<file path="src/rtl/dmem_port.sv">
// Memory-stage load/store responder: runs one word-wide req/ack bus transaction per access,
// stalls the pipeline while it is outstanding, and returns extended load data or an exception.
module dmem_port #(
  parameter int unsigned TIMEOUT      = 255,
  parameter logic [7:0]  EXC_MISALIGN = 8'h04,
  parameter logic [7:0]  EXC_BUS      = 8'h05
) (
  input  logic        clk,
  input  logic        rst,
  input  logic        req_valid,
  input  logic        is_load,
  input  logic        is_store,
  input  logic [1:0]  size,
  input  logic        is_signed,
  input  logic [31:0] addr,
  input  logic [31:0] wdata,
  input  logic        flush,
  output logic        stall,
  output logic        done_valid,
  output logic [31:0] load_data,
  output logic [7:0]  exc_out,
  output logic        mem_req,
  output logic        mem_we,
  output logic [31:0] mem_addr,
  output logic [3:0]  mem_be,
  output logic [31:0] mem_wdata,
  input  logic        mem_ack,
  input  logic [31:0] mem_rdata
);

  typedef enum logic [1:0] {IDLE, BUSY, RESP} state_t;

  // Counter only needs to reach TIMEOUT-1: the final BUSY cycle is detected, not counted.
  localparam int unsigned   CW    = (TIMEOUT < 2) ? 1 : $clog2(TIMEOUT);
  localparam logic [CW-1:0] TLAST = CW'(TIMEOUT - 1);

  state_t        state;
  logic [CW-1:0] tcnt;
  logic          squash;
  logic          done_q;
  logic [7:0]    exc_q;
  logic [1:0]    lane;
  logic [1:0]    acc_size;
  logic          acc_signed;

  logic          start;
  logic          misaligned;
  logic [1:0]    size_n;
  logic [3:0]    be_next;
  logic [31:0]   wdata_rep;
  logic [31:0]   rd_shift;
  logic [31:0]   rd_ext;

  always_comb begin
    // NOTE: every always_comb output gets a default first so no path can infer a latch.
    size_n     = size[1] ? 2'd2 : size;
    start      = ~rst & req_valid & (is_load | is_store) & ~flush
               & ((state == IDLE) | (state == RESP));
    misaligned = ((size_n == 2'd1) & addr[0]) | ((size_n == 2'd2) & (addr[1:0] != 2'b00));
    be_next    = 4'b1111;
    wdata_rep  = wdata;
    case (size_n)
      2'd0: begin
        be_next   = 4'b0001 << addr[1:0];
        wdata_rep = {4{wdata[7:0]}};
      end
      2'd1: begin
        be_next   = 4'b0011 << {addr[1], 1'b0};
        wdata_rep = {2{wdata[15:0]}};
      end
      default: ;
    endcase

    // Aligned half accesses have lane[0] = 0, so one byte-granular shift serves every size.
    rd_shift = mem_rdata >> {lane, 3'b000};
    case (acc_size)
      2'd0:    rd_ext = {{24{acc_signed & rd_shift[7]}},  rd_shift[7:0]};
      2'd1:    rd_ext = {{16{acc_signed & rd_shift[15]}}, rd_shift[15:0]};
      default: rd_ext = rd_shift;
    endcase
  end

  assign stall      = start | (state == BUSY);
  assign done_valid = done_q & ~flush;
  assign exc_out    = done_valid ? exc_q : 8'h00;

  always_ff @(posedge clk or posedge rst) begin
    if (rst) begin
      state      <= IDLE;
      tcnt       <= '0;
      squash     <= 1'b0;
      done_q     <= 1'b0;
      exc_q      <= 8'h00;
      lane       <= 2'b00;
      acc_size   <= 2'b00;
      acc_signed <= 1'b0;
      load_data  <= 32'h0;
      mem_req    <= 1'b0;
      mem_we     <= 1'b0;
      mem_addr   <= 32'h0;
      mem_be     <= 4'h0;
      mem_wdata  <= 32'h0;
    end else begin
      // NOTE: state is written with non-blocking assignments so every branch sees pre-edge values.
      done_q <= 1'b0;
      case (state)
        IDLE, RESP: begin
          if (start && misaligned) begin
            state     <= RESP;
            done_q    <= 1'b1;
            exc_q     <= EXC_MISALIGN;
            load_data <= 32'h0;
          end else if (start) begin
            state      <= BUSY;
            tcnt       <= '0;
            squash     <= 1'b0;
            lane       <= addr[1:0];
            acc_size   <= size_n;
            acc_signed <= is_signed;
            mem_req    <= 1'b1;
            mem_we     <= is_store;
            mem_addr   <= {addr[31:2], 2'b00};
            mem_be     <= be_next;
            mem_wdata  <= wdata_rep;
          end else begin
            state <= IDLE;
          end
        end
        BUSY: begin
          // A flush here cannot cancel the bus cycle; it only hides the eventual response.
          if (mem_ack || tcnt == TLAST) begin
            state     <= RESP;
            mem_req   <= 1'b0;
            mem_we    <= 1'b0;
            done_q    <= ~(squash | flush);
            exc_q     <= mem_ack ? 8'h00 : EXC_BUS;
            load_data <= mem_ack ? rd_ext : 32'h0;
          end else begin
            tcnt <= tcnt + CW'(1);
            if (flush) squash <= 1'b1;
          end
        end
        default: state <= IDLE;
      endcase
    end
  end

endmodule

</file>
<file path="config.mk">
export PLATFORM = sky130hd
export DESIGN_NAME = dmem_port
export DESIGN_NICKNAME = d
export VERILOG_FILES = /design/src/rtl/dmem_port.sv
export SDC_FILE = /design/constraint.sdc
export NUM_CORES = 1
export LEC_CHECK = 0
export BUFFER_PORTS_ARGS = -buffer_cell sky130_fd_sc_hd__clkbuf_2
export CAP_MARGIN = 20
export CORE_UTILIZATION = 53
export CTS_CLUSTER_DIAMETER = 150
export CTS_CLUSTER_SIZE = 25
export DETAILED_ROUTE_END_ITERATION = 7
export PLACE_DENSITY = 0.86
export SYNTH_ARGS = -nofsm -noshare
export SYNTH_HDL_FRONTEND = slang
export SYNTH_SLANG_ARGS = --single-unit
</file>
<file path="constraint.sdc">
create_clock -name clk -period 6 [get_ports clk]
set_input_delay 0.6 -clock clk [delete_from_list [all_inputs] [get_ports clk]]
set_output_delay 0.6 -clock clk [all_outputs]
set_load 0.01 [all_outputs]
</file>
Yosys cells after proc, flatten, opt, wreduce, memory -nomap -nowiden:

Cells that the tools add are included.

* bitwise gates (word level): 18
* shift-type cells: 3
* eq/ne operators: 12
* reductions and logical operators: 13
* $add $sub $neg: 1
* mux-type cells: 36

Operators by type and width (count)
* $pmux 32 s2: 3
* $mux 32: 3
* $mux 8: 6
* $pmux 8 s2: 2
* $shr 32x5->32: 1
* $mux 1: 12
* $ne 2x2->1 const B: 5
* $and 1x1->1: 9
* $add 8x1->8 const B: 1
* $eq 8x8->1 const B: 1
* $pmux 1 s2: 4
* $pmux 4 s2: 1
* $reduce_and 4->1: 2
* $eq 2x1->1 const B: 3
* $logic_not 2->1: 3
* $mux 2: 3
* $reduce_and 3->1: 2
* $or 1x1->1: 5
* $reduce_and 5->1: 1
* $eq 2x2->1 const B: 2
* $not 1->1: 4
* $pmux 2 s2: 1
* $reduce_bool 2->1: 2
* $shl 1x2->4 const A: 1
* 6 further kinds: 6

* output and inout bits: 112
* logic and storage cells: 97
* register bits: 125
* input bits: 106

Depth between registers and ports, before layout:

* depth after elaboration: 8
* depth in mapped cells: 9
* depth with buffers taken out: 7

Worst setup path after synthesis:

No wires, ideal clock.

* path type: input to register
* start: in rst
* end: reg tcnt[5]
* data required time: 5.922 ns
* library setup time: 0.078 ns
* path slack: 3.402 ns
* buffers on the path: 0
* arrival time: 2.520 ns
* cell stages on the path: 5
* cells stage by stage: or4b_1 o21ai_0 o211ai_2 or4_1 a21oi_1

* cells in the longest elaborated chain, start to end: 8
* elaborated cells on any way between the ends: 9
* those cells by class: 2 x eq/ne; 5 x bitwise; 2 x reduce/logical

RTL lines
* start, declared: line 9 `input logic rst,`
* $not 1->1 (*): line 57 `start = ~rst & req_valid & (is_load | is_store) & ~flush`
* $and 1x1->1 (*) (3 in a row): line 57
* $and 1x1->1 (*): line 58 `& ((state == IDLE) | (state == RESP));`
* $logic_and 1x1->1: line 108 `if (start && misaligned) begin`
* $ne 2x2->1 (no line)
* $reduce_and 4->1 (no line) (*)
* end signal, assigned: line 139 `tcnt <= tcnt + CW'(1);`
* end, declared: line 38 `logic [CW-1:0] tcnt;`

Mark *: on every way between the ends. The rest lies on a longest branch, timed or not.
A chain may end at the register's enable or synchronous reset.

Worst setup path after layout:

* start: reg state[0]
* end: out stall

* cells in the longest elaborated chain, start to end: 4
* elaborated cells on any way between the ends: 6
* those cells by class: 2 x eq/ne; 3 x bitwise; 1 x reduce/logical

RTL lines
* start, declared: line 37 `state_t state;`
* start signal, assigned: line 89 `state <= IDLE;`
* start signal, assigned: line 109 `state <= RESP;`
* start signal, assigned: line 114 `state <= BUSY;`
* $eq 2x2->1 or $logic_not 2->1 (tied branches): line 58
* $or 1x1->1: line 58
* $and 1x1->1: line 58
* $or 1x1->1 (*): line 83 `assign stall = start | (state == BUSY);`
* end, declared: line 18 `output logic stall,`

Marks and branches as above.

==> reports/results.md <==
| Item | This run | Unit |
|:---|:---|:---|
| Data required time at the worst endpoint | 5.40 | ns |
| Initial antenna violation count | 0 | - |
| Htree depth | 4 | - |
| Wire length after detailed routing | 14900 | um |
| Average instance area after synthesis | 9.56 | sq um |
| Area share of the leading cell type in the synthesized netlist | 53.4 | % |
| Detailed-route DRC error count | 0 | - |
| Crit path cell chain | or4b_1 -> o21ai_0 -> clkbuf_2 | - |
| Endpoint of the most critical register-to-register path | load_data[27] | - |
| Worst reg2reg path depth | 6 | - |
| Placeable core region | 0.0103 | sq mm |
| Primary flip-flop cell chosen by synthesis mapping | sky130_fd_sc_hd__dfrtp_1 | - |
| Final period utilization | 47.0 | % |
| Site row count | 37 | - |
| Sum of buffers and inverters on the critical path | 1 | - |
| Unrepaired setup endpoints after global routing | false | - |
| Number of cells upsized or downsized after cts | 0 | - |
| Die area | 0.0109 | sq mm |
| Vias per std cell | 5.51 | - |
| Number of fill cells in the layout | 779 | - |
| Type of the tightest min-delay check | in -> async | - |
| Ports | 218 | - |
| Time the worst path needs with I/O delays and setup | 2.82 | ns |
| Total of buffers placed on input and output ports | 209 | - |
| Cell at the root of the clock tree | sky130_fd_sc_hd__clkbuf_8 | - |
| Final setup violation count | 0 | - |
| DR iter-0 viols | 450 | - |
| Post-DP Area | 0.00663 | sq mm |
| Library cell contributing the largest single delay on the critical path | sky130_fd_sc_hd__or4b_1 | - |
| Peak VDD IR | 0.312 | mV |
| Setup fix buffers added after clock tree synthesis | 0 | - |
| Fin nets | 884 | - |
| Transition time of the tightest slew-check pin | 1.03 | ns |
| Dominant cell type by area after synthesis | sky130_fd_sc_hd__dfrtp_1 | - |
| Proportion of layout cells with a drive suffix above 1 | 32.1 | % |
| Signal arrival time at the worst endpoint | 2.22 | ns |
| Number of cells produced by synthesis | 584 | - |
| Max Buffers Root-to-Sink | 2 | - |
| Number of flops mapped to enable cells by yosys | 0 | - |
| Number of global-route vias before repair | 5122 | - |
| Highest clock frequency the design can meet | 0.355 | GHz |
| Worst-path clk slew | 0.06 | ns |
| Sinks on Clock Net | 119 | - |
| Category of the worst setup path launch point | flop | - |
| Die H | 105 | um |
| Fin area | 0.00726 | sq mm |
| Total power divided by cell area | 481 | mW/mm^2 |
| Worst Path Max Fanout | 5 | - |
| Antenna diode count | 0 | - |
| Area of the multi-input gates | 0.00239 | sq mm |
| Mapped Area | 0.00558 | sq mm |
| X dimension of the die | 105 | um |
| Grt ovf | 0 | - |
| Max transition margin | 31.4 | % |
| Portion of the post-synthesis area used by sequential elements | 53.4 | % |
| Crit Reg-Reg Startpoint | lane[1] | - |
| FFs w/ async S/R, synth | 100 | % |
| Initial core utilization | 54.3 | % |
| Layout overhead on the synthesized area | 30.0 | % |
| Seq cells post-synth | 119 | - |
| Total routing resource utilization after global routing | 28.1 | % |
| Sum of negative setup slack | 0 | ns |
| Worst-case clock skew | 0.00663 | ns |
| Cts-stage hold buffer count | 0 | - |
| Largest net degree at the start of global routing | 76 | - |
| Yosys warnings | 0 | - |
| Static leakage power | 0.00391 | uW |
| Worst-case register-to-register setup slack | 3.42 | ns |
| Sum of net half-perimeters after detailed placement | 10400 | um |
| Cell types occupying the most area after synthesis | sky130_fd_sc_hd__dfrtp_1, sky130_fd_sc_hd__nand2_1, sky130_fd_sc_hd__mux2i_1, sky130_fd_sc_hd__o21ai_0, sky130_fd_sc_hd__a211o_1 | - |
| Hold Vio Cnt, Final | 0 | - |
| Clock tree from TritonCTS | done | - |
| Longest individual stage delay on the worst path | 0.57 | ns |
| Wire length per cell after detailed routing | 16.1 | um |
| Clock buffer count from CTS | 17 | - |
| Footprint of the flip-flops and latches | 0.00298 | sq mm |
| Max cap viols | 0 | - |
| Delay-heaviest family, CP | simple AND/OR/NAND/NOR gates | - |
| Via count of the routed design | 5095 | - |
| Library cells used by synthesis | 49 | - |
| Post-route ant nets | 0 | - |
| Outcome | finished clean | - |
| Top cells by instance count after synthesis | sky130_fd_sc_hd__nand2_1, sky130_fd_sc_hd__dfrtp_1, sky130_fd_sc_hd__mux2i_1 | - |
| Library cell with the highest instance count after synthesis | sky130_fd_sc_hd__nand2_1 | - |
| Critical path type | reg -> out | - |
| Number of detailed-route iterations in the first pass | 5 | - |
| Final GP Congestion | 0.857 | - |
| Clock insertion delay at the later pin of the skew report | 0.51 | ns |
| First-pass GRT wire length | 24300 | um |
| Crit end category | output pin | - |
| Final Slew Violations | 0 | - |
worst max-delay path by stage:
stage	from	to	slack, ns	cells after the start
after detailed placement	size[1]	mem_wdata[18]	2.85	6
after global routing	state[0]	stall	3.07	3
after floorplan	rst	acc_signed	2.24	1
after CTS	lane[0]	load_data[27]	3.08	6
after global placement	size[1]	acc_size[0]	3.00	6
final	state[0]	stall	3.18	3
state kept, by name, indices dropped and copies added, names as in the netlist:
register,flops
acc_signed,1
mem_be,4
mem_addr,30
mem_we,1
done_q,1
mem_req,1
mem_wdata,32
acc_size,2
squash,1
lane,2
state,2
exc_q,2
load_data,32
tcnt,8
kinds of logic (layout without fill, tap and decap cells):
family / Yosys count / after routing / share of synthesized area, %
and+or+nand+nor: 242 / 242 / 18.4
adders and majority gates: 2 / 2 / 0.448
buffers and inverters: 54 / 252 / 4.51
other: 1 / 8 / 0.0672
DFF: 119 / 119 / 53.4
muxes: 44 / 44 / 7.91
AOI/OAI and AO/OA: 120 / 120 / 15.0
xor gates and xnor gates: 2 / 2 / 0.314
where the power goes:
part	switching (uW)	internal, uW
Sequential	251	1120
Combinational	611	493
Clock	360	656
Total	1220	2270
cells in the final DEF, fill, tap and decap left out, types with 3 or more instances in the layout:
cell,instances
sky130_fd_sc_hd__buf_4,3
sky130_fd_sc_hd__a221o_1,10
sky130_fd_sc_hd__clkbuf_16,16
sky130_fd_sc_hd__conb_1,8
sky130_fd_sc_hd__bufinv_16,3
sky130_fd_sc_hd__o21ai_0,39
sky130_fd_sc_hd__clkbuf_8,3
sky130_fd_sc_hd__or3_1,3
sky130_fd_sc_hd__o2bb2ai_1,10
sky130_fd_sc_hd__mux2i_1,43
sky130_fd_sc_hd__clkbuf_1,3
sky130_fd_sc_hd__or2_2,4
sky130_fd_sc_hd__a32o_1,8
sky130_fd_sc_hd__nor2_1,22
sky130_fd_sc_hd__nor2b_1,10
sky130_fd_sc_hd__a211o_1,15
sky130_fd_sc_hd__nand3_1,4
sky130_fd_sc_hd__clkbuf_2,209
sky130_fd_sc_hd__o31ai_1,3
sky130_fd_sc_hd__dfrtp_1,119
sky130_fd_sc_hd__clkinvlp_4,4
sky130_fd_sc_hd__inv_1,6
sky130_fd_sc_hd__clkinv_4,3
sky130_fd_sc_hd__nand2_1,179
sky130_fd_sc_hd__a21oi_1,23
sky130_fd_sc_hd__and2_1,3
routing by layer:
metal / global-route usage (%) / vias to the layer above / wire, um / part of all wire [%]
met5: 0 / - / 0 / 0
met4: 12.1 / 0 / 360 / 2.4
met3: 8.48 / 31 / 1240 / 8.3
met2: 45.9 / 270 / 7370 / 49
met1: 34.8 / 2416 / 5950 / 40
li1: - / 2378 / - / -
through the flow:
step | utilization [%] | total power [uW] | std cells | worst slack, ns | hold slack [ns]
finish | 70.6 | 3490 | 925 | 3.18 | 0.147
global placement | 64.5 | 2400 | 892 | 3.00 | 0.459
detailed placement | 64.5 | 2460 | 892 | 2.85 | 0.461
floorplan | - | 1980 | 591 | 2.24 | 0.448
global route | 70.6 | 3700 | 925 | 3.07 | 0.185
CTS | 70.4 | 3490 | 924 | 3.08 | 0.150
layout make-up:
class / instances / share of cell area [%]
clock buffers: 22 / 6.24
clock inverters: 10 / 2.02
inverters: 7 / 0.396
multi-input cells: 418 / 32.9
flip-flops and latches: 119 / 41.0
well taps: 136 / 2.34
repair buffers: 213 / 15.1
No activity file was read; power rests on OpenSTA's default activity.
